File: config.mk
export PLATFORM = sky130hd
export DESIGN_NAME = result_uart_tx
export DESIGN_NICKNAME = d
export VERILOG_FILES = /design/src/rtl/result_tx_pkg.sv /design/src/rtl/result_tx_fifo.sv /design/src/rtl/result_uart_tx.sv
export SDC_FILE = /design/constraint.sdc
export NUM_CORES = 1
export LEC_CHECK = 0
export ABC_AREA = 1
export CORE_UTILIZATION = 54
export DETAILED_ROUTE_END_ITERATION = 8
export PLACE_DENSITY = 0.82
export SYNTH_ARGS = -nofsm -noshare
export SYNTH_HDL_FRONTEND = slang
export SYNTH_SLANG_ARGS = --single-unit
File: constraint.sdc
create_clock -name clk -period 2.33 [get_ports clk]
set_input_delay 0.699 -clock clk [delete_from_list [all_inputs] [get_ports clk]]
set_output_delay 0.699 -clock clk [all_outputs]
set_load 0.005 [all_outputs]
File: src/rtl/result_tx_pkg.sv
// -----------------------------------------------------------------------------
// result_tx_pkg
//   Shared definitions for the result UART transmitter:
//     - tx_state_e    : transmitter FSM states
//     - BYTE_PREFIX   : upper three bits prepended to the 5-bit result
//     - clks_per_bit(): clock cycles per serial bit (integer division)
// -----------------------------------------------------------------------------
package result_tx_pkg;

    typedef enum logic [2:0] {
        IDLE,
        START,
        DATA,
        PARITY,
        STOP
    } tx_state_e;

    localparam logic [2:0] BYTE_PREFIX = 3'b000;

    function automatic int unsigned clks_per_bit(input int unsigned clk_hz,
                                                 input int unsigned baud);
        return clk_hz / baud;
    endfunction

endpackage

File: src/rtl/result_tx_fifo.sv
// -----------------------------------------------------------------------------
// result_tx_fifo
//   Synchronous single-clock FIFO with first-word fall-through read data.
//   Parameters:
//     DEPTH   : number of entries (power of two, >= 2)
//     WIDTH   : entry width in bits
//   Ports:
//     clk     : clock
//     rst     : synchronous active-high reset (empties the FIFO)
//     wr_en   : write wr_data this edge (caller guarantees not full, or rd_en)
//     wr_data : write data
//     rd_en   : pop the head entry this edge (caller guarantees not empty)
//     rd_data : current head entry
//     empty   : no entries held
//     full    : DEPTH entries held
// -----------------------------------------------------------------------------
module result_tx_fifo #(
    parameter int unsigned DEPTH = 8,
    parameter int unsigned WIDTH = 5
) (
    input  logic             clk,
    input  logic             rst,
    input  logic             wr_en,
    input  logic [WIDTH-1:0] wr_data,
    input  logic             rd_en,
    output logic [WIDTH-1:0] rd_data,
    output logic             empty,
    output logic             full
);

    localparam int unsigned AW = $clog2(DEPTH);

    logic [WIDTH-1:0] mem_q [DEPTH];
    logic [AW-1:0]    wr_ptr_q, wr_ptr_d;
    logic [AW-1:0]    rd_ptr_q, rd_ptr_d;
    // One extra bit so that DEPTH entries is distinguishable from zero.
    logic [AW:0]      count_q, count_d;

    always_comb begin
        wr_ptr_d = wr_ptr_q;
        rd_ptr_d = rd_ptr_q;
        count_d  = count_q;
        // Pointers wrap naturally because DEPTH is a power of two.
        if (wr_en) wr_ptr_d = wr_ptr_q + AW'(1);
        if (rd_en) rd_ptr_d = rd_ptr_q + AW'(1);
        case ({wr_en, rd_en})
            2'b10:   count_d = count_q + (AW+1)'(1);
            2'b01:   count_d = count_q - (AW+1)'(1);
            default: count_d = count_q;
        endcase
    end

    always_ff @(posedge clk) begin
        if (rst) begin
            wr_ptr_q <= '0;
            rd_ptr_q <= '0;
            count_q  <= '0;
        end else begin
            wr_ptr_q <= wr_ptr_d;
            rd_ptr_q <= rd_ptr_d;
            count_q  <= count_d;
        end
    end

    always_ff @(posedge clk) begin
        if (wr_en) mem_q[wr_ptr_q] <= wr_data;
    end

    assign rd_data = mem_q[rd_ptr_q];
    assign empty   = (count_q == '0);
    assign full    = (count_q == (AW+1)'(DEPTH));

endmodule

File: src/rtl/result_uart_tx.sv
// -----------------------------------------------------------------------------
// result_uart_tx
//   Buffers 5-bit classification results and sends each one as a UART byte
//   {3'b000, result} LSB first: start bit, 8 data bits, optional even parity
//   bit, stop bit. Results arriving while the buffer is full are dropped and
//   counted.
//   Build option: define RESULT_TX_PARITY_EN to append an even-parity bit
//   (11-bit frame); otherwise the frame is 10 bits.
//   Parameters:
//     CLK_HZ     : clock frequency in Hz
//     BAUD       : serial bit rate
//     FIFO_DEPTH : result buffer entries (power of two, >= 2)
//   Ports:
//     clk               : clock
//     rst               : synchronous active-high reset
//     result_data_valid : result_data is valid this cycle
//     result_data       : 5-bit result
//     tx                : serial line, idle high (registered)
//     busy              : frame in progress or buffer non-empty
//     fifo_full         : buffer holds FIFO_DEPTH entries
//     drop_pulse        : one-cycle pulse per discarded result
//     drop_cnt          : saturating count of discarded results
// -----------------------------------------------------------------------------
module result_uart_tx
    import result_tx_pkg::*;
#(
    parameter int unsigned CLK_HZ     = 16000000,
    parameter int unsigned BAUD       = 115200,
    parameter int unsigned FIFO_DEPTH = 8
) (
    input  logic       clk,
    input  logic       rst,
    input  logic       result_data_valid,
    input  logic [4:0] result_data,
    output logic       tx,
    output logic       busy,
    output logic       fifo_full,
    output logic       drop_pulse,
    output logic [7:0] drop_cnt
);

    localparam int unsigned CPB      = clks_per_bit(CLK_HZ, BAUD);
    localparam int unsigned CNT_W    = (CPB > 1) ? $clog2(CPB) : 1;
    localparam logic [CNT_W-1:0] CNT_LAST = CNT_W'(CPB - 1);

    tx_state_e        state_q, state_d;
    logic [CNT_W-1:0] cnt_q, cnt_d;
    logic [2:0]       bit_idx_q, bit_idx_d;
    logic [7:0]       shift_q, shift_d;
    logic             tx_q, tx_d;
    logic             drop_pulse_q, drop_pulse_d;
    logic [7:0]       drop_cnt_q, drop_cnt_d;
`ifdef RESULT_TX_PARITY_EN
    logic             parity_q, parity_d;
`endif

    logic       fifo_push, fifo_pop, fifo_empty, fifo_full_w, drop;
    logic [4:0] fifo_head;
    logic       bit_done;

    result_tx_fifo #(
        .DEPTH (FIFO_DEPTH),
        .WIDTH (5)
    ) u_fifo (
        .clk     (clk),
        .rst     (rst),
        .wr_en   (fifo_push),
        .wr_data (result_data),
        .rd_en   (fifo_pop),
        .rd_data (fifo_head),
        .empty   (fifo_empty),
        .full    (fifo_full_w)
    );

    assign bit_done = (cnt_q == CNT_LAST);

    always_comb begin
        state_d   = state_q;
        cnt_d     = cnt_q;
        bit_idx_d = bit_idx_q;
        shift_d   = shift_q;
        tx_d      = 1'b1;
        fifo_pop  = 1'b0;
`ifdef RESULT_TX_PARITY_EN
        parity_d  = parity_q;
`endif

        if (state_q != IDLE) cnt_d = bit_done ? '0 : cnt_q + CNT_W'(1);

        case (state_q)
            IDLE: begin
                cnt_d     = '0;
                bit_idx_d = '0;
                if (!fifo_empty) begin
                    fifo_pop = 1'b1;
                    shift_d  = {BYTE_PREFIX, fifo_head};
`ifdef RESULT_TX_PARITY_EN
                    parity_d = ^{BYTE_PREFIX, fifo_head};
`endif
                    state_d  = START;
                end
            end
            START: begin
                if (bit_done) state_d = DATA;
            end
            DATA: begin
                if (bit_done) begin
                    shift_d   = {1'b0, shift_q[7:1]};
                    bit_idx_d = bit_idx_q + 3'd1;
                    if (bit_idx_q == 3'd7) begin
`ifdef RESULT_TX_PARITY_EN
                        state_d = PARITY;
`else
                        state_d = STOP;
`endif
                    end
                end
            end
            PARITY: begin
                if (bit_done) state_d = STOP;
            end
            STOP: begin
                if (bit_done) state_d = IDLE;
            end
            default: state_d = IDLE;
        endcase

        // tx is the registered image of the current state, so the line lags
        // the FSM by exactly one cycle for every bit alike.
        case (state_q)
            START:   tx_d = 1'b0;
            DATA:    tx_d = shift_q[0];
`ifdef RESULT_TX_PARITY_EN
            PARITY:  tx_d = parity_q;
`endif
            default: tx_d = 1'b1;
        endcase
    end

    // A full buffer still accepts a write on the edge its head is popped.
    assign fifo_push = result_data_valid && !rst && (!fifo_full_w || fifo_pop);
    assign drop      = result_data_valid && !rst && fifo_full_w && !fifo_pop;

    always_comb begin
        drop_pulse_d = drop;
        drop_cnt_d   = drop_cnt_q;
        if (drop && (drop_cnt_q != 8'hFF)) drop_cnt_d = drop_cnt_q + 8'd1;
    end

    always_ff @(posedge clk) begin
        if (rst) begin
            state_q      <= IDLE;
            cnt_q        <= '0;
            bit_idx_q    <= '0;
            shift_q      <= '0;
            tx_q         <= 1'b1;
            drop_pulse_q <= 1'b0;
            drop_cnt_q   <= '0;
`ifdef RESULT_TX_PARITY_EN
            parity_q     <= 1'b0;
`endif
        end else begin
            state_q      <= state_d;
            cnt_q        <= cnt_d;
            bit_idx_q    <= bit_idx_d;
            shift_q      <= shift_d;
            tx_q         <= tx_d;
            drop_pulse_q <= drop_pulse_d;
            drop_cnt_q   <= drop_cnt_d;
`ifdef RESULT_TX_PARITY_EN
            parity_q     <= parity_d;
`endif
        end
    end

    assign tx         = tx_q;
    assign busy       = (state_q != IDLE) || !fifo_empty;
    assign fifo_full  = fifo_full_w;
    assign drop_pulse = drop_pulse_q;
    assign drop_cnt   = drop_cnt_q;

endmodule
==> impl_metrics.json <==
{
  "cts_buffers": 9,
  "synth_top_area_frac": 0.3198,
  "clockPowerShare": 0.227,
  "power.internal_w": 0.002993,
  "cp_num_buf_inv": 3,
  "ys_seq_area_frac": 0.5436,
  "io_pins": 20,
  "r2r_cells": 10,
  "ys_warn_count": 0,
  "dieArea_sq_um": 7293,
  "synth_edf_count": 40,
  "slowest_stage": "clkdlybuf4s50_1",
  "async_flop_share": 0,
  "hp-start": "u_fifo.rd_ptr_q[2]",
  "path_cells": "inv_1 -> nand3_2 -> inv_1 -> clkdlybuf4s50_1",
  "ant_nets": 0,
  "hpwlAfterDp_mm": 5.083,
  "period_needed_ns": 2.286,
  "drc": 0,
  "clk_latency_ns": 0.35,
  "p_switching_w": 0.001809,
  "synth_cells": 392,
  "cellLeakagePower_nw": 1.681,
  "cts_root_buffer": "clkbuf_8",
  "reg2reg_from": "state_q[2]",
  "setup_viol": 0,
  "crit_path_end_kind": "primary output",
  "synth.distinct_cells": 40,
  "io_buffers": 19,
  "drt_iter0_markers": 197,
  "fin_nets": 448,
  "timing.final.crit_share": 0.9810,
  "status": "finished clean",
  "hold_class": "flop to flop",
  "grt-ovfl-total": 0,
  "rows": 30,
  "die_y_um": 85.40,
  "grt_usage": 0.2179,
  "skew_ns": 0.01305,
  "htree_levels": 3,
  "area_growth_pct": 16.79,
  "cp_max_fo": 4,
  "wl_per_cell_um": 14.11,
  "drt_pass1_iterations": 4,
  "drive_above_1_share": 0.2105,
  "share_comb_of_total_power": 0.390,
  "max_slew.worst_pin.slew_ns": 0.4952,
  "max_freq_mhz": 437.5,
  "switching_share": 0.3767,
  "ys_ff_latch": 82,
  "required_ns": 1.63,
  "cp-start-kind": "flop",
  "antenna_found_initial": 0,
  "synthTopCellsByCount": "nor2_1 (54), nand2_1 (52), dfxtp_1 (42), edfxtp_1 (40), inv_1 (29)",
  "max_stage_delay_ns": 0.49,
  "antenna_cells": 0,
  "drt-total-wl_mm": 7.293,
  "r2r-end": "u_fifo.mem_q[7][0]",
  "num_vias": 2825,
  "core_sq_um": 6756,
  "path_class": "flop to primary output",
  "grt_pass1_wl_mm": 12.13,
  "start_util": 0.5559,
  "min_path_cells": 2,
  "worst_path_most_repeated_cell": "inv_1",
  "rsz0062_at_grt": "yes",
  "synthTopCellsByArea": "edfxtp_1 (32%), dfxtp_1 (22%), nor2_1 (5.4%)",
  "slew_violations": 0,
  "hold_viol": 0,
  "p_per_area_nw_per_um2": 1095,
  "cts_sinks": 82,
  "final.fill_count": 506,
  "cts_max_path_buffers": 2,
  "path_clk_slew_ns": 0.08,
  "whs_ns": 0.4694,
  "peakVddDrop_mv": 0.5345,
  "cts_tree": "built",
  "relSlewSlack": 0.6695,
  "fp.dieW_um": 85.40,
  "grt_max_degree": 21,
  "p_seq_frac": 0.382,
  "cap_violations": 0,
  "r2r_setup_slack_ns": 0.57,
  "grt_pass1_vias": 2631,
  "gp_congestion": 0.8876,
  "synth_most_common_cell": "nor2_1",
  "ys.flop_type": "dfxtp_1",
  "synth_area_sq_um": 3756,
  "fin_tns_setup_ns": 0,
  "yosysTopAreaCell": "edfxtp_1",
  "syn-num-nets": 408,
  "via_per_inst": 5.464,
  "syn_avg_cell_area_sq_um": 9.582,
  "arrival_ns": 1.59,
  "crit_family": "buffers and inverters"
}
worst min-delay path, stage by stage (launching register included):
cell	delay, ns
dfxtp_1	0.32
inv_1	0.05
a21oi_1	0.06
stage by stage:
step | instance area, sq um | cells | power (W) | setup slack (ns) | util
global route | 4387 | 517 | 0.005126 | -0.01448 | 0.6493
detailed placement | 4131 | 499 | 0.003649 | -0.01638 | 0.6115
floorplan | 3756 | 392 | 0.003216 | 0.2965 | -
global placement | 4131 | 499 | 0.003584 | 0.01600 | 0.6115
finish | 4387 | 517 | 0.004802 | 0.04429 | 0.6493
CTS | 4355 | 515 | 0.004736 | 0.02736 | 0.6446
state kept, by name (all words and copies together), names as in the netlist, named ones only:
| signal | count |
|---|---|
| bit_idx_q | 3 |
| cnt_q | 8 |
| drop_cnt | 8 |
| drop_pulse | 1 |
| shift_q | 5 |
| state_q | 3 |
| tx | 1 |
| u_fifo.count_q | 4 |
| u_fifo.mem_q | 40 |
| u_fifo.rd_ptr_q | 3 |
| u_fifo.wr_ptr_q | 3 |
cells in the final DEF, fill, tap and decap left out, drive strengths merged, types with 2 or more instances in the layout:
| cell | instances |
|---|---|
| o211ai | 4 |
| nand3 | 22 |
| xnor2 | 2 |
| nor2 | 60 |
| nand2 | 69 |
| clkdlybuf4s50 | 19 |
| a21oi | 26 |
| clkinvlp | 2 |
| o21ai | 35 |
| nor3 | 6 |
| clkbuf | 11 |
| xor2 | 6 |
| dfxtp | 42 |
| bufinv | 2 |
| inv | 42 |
| nand4 | 3 |
| o22ai | 9 |
| nor3b | 4 |
| edfxtp | 40 |
| buf | 19 |
| ha | 8 |
layout make-up:
cell class	count	area (sq um)	area share
clock inverters	5	78.83	0.01797
inverters	42	167.7	0.03822
multi-input cells	259	1528	0.3483
well taps	80	100.1	0.02282
repair buffers	38	332.8	0.07587
clock buffers	11	131.4	0.02995
flip-flops and latches	82	2048	0.4669
worst max path at each step:
stage | from | end | slack (ns) | cells after the start
2_1_floorplan | rst | u_fifo.mem_q[7][0] | 0.30 | 8
3_3_place_gp | rst | u_fifo.mem_q[3][4] | 0.02 | 9
3_5_place_dp | rst | u_fifo.count_q[2] | -0.02 | 12
4_1_cts | u_fifo.count_q[3] | busy | 0.03 | 5
5_1_grt | u_fifo.count_q[2] | fifo_full | -0.01 | 4
6_report | u_fifo.count_q[2] | fifo_full | 0.04 | 4
routing by layer:
metal | global-route usage | share of wire | wire length (um) | vias up
met2 | 0.3622 | 0.50 | 3646 | 76
met5 | 0 | 0 | 0 | -
met1 | 0.2696 | 0.43 | 3160 | 1327
met4 | 0.1182 | 0.026 | 191 | 0
li1 | - | - | - | 1404
met3 | 0.03988 | 0.040 | 294 | 18
power by group through the flow:
stage | clock (W) | sequential (W) | combinational (W)
after detailed placement | 0 | 0.00184 | 0.00181
final | 0.00109 | 0.00184 | 0.00187
after global routing | 0.00117 | 0.00185 | 0.00211
after global placement | 0 | 0.00183 | 0.00175
after floorplan | 0 | 0.00180 | 0.00141
after CTS | 0.00109 | 0.00182 | 0.00182
cell families after synthesis:
group           Yosys count  synth area share
compound gates           77            0.1232
xor+xnor                  8           0.01865
fa+ha+maj                 8           0.02665
buf+inv                  51           0.05596
flops                    82            0.5436
simple gates            166            0.2318
timing repair:
item | 4_1_cts | 5_1_grt
hold buffers | 0 | 0
gates resized for setup | 4 | 6
pin swaps | 0 | 3
setup endpoints to repair | 2 | 2
setup buffers | 0 | 2
No activity file was read; power rests on OpenSTA's default activity.
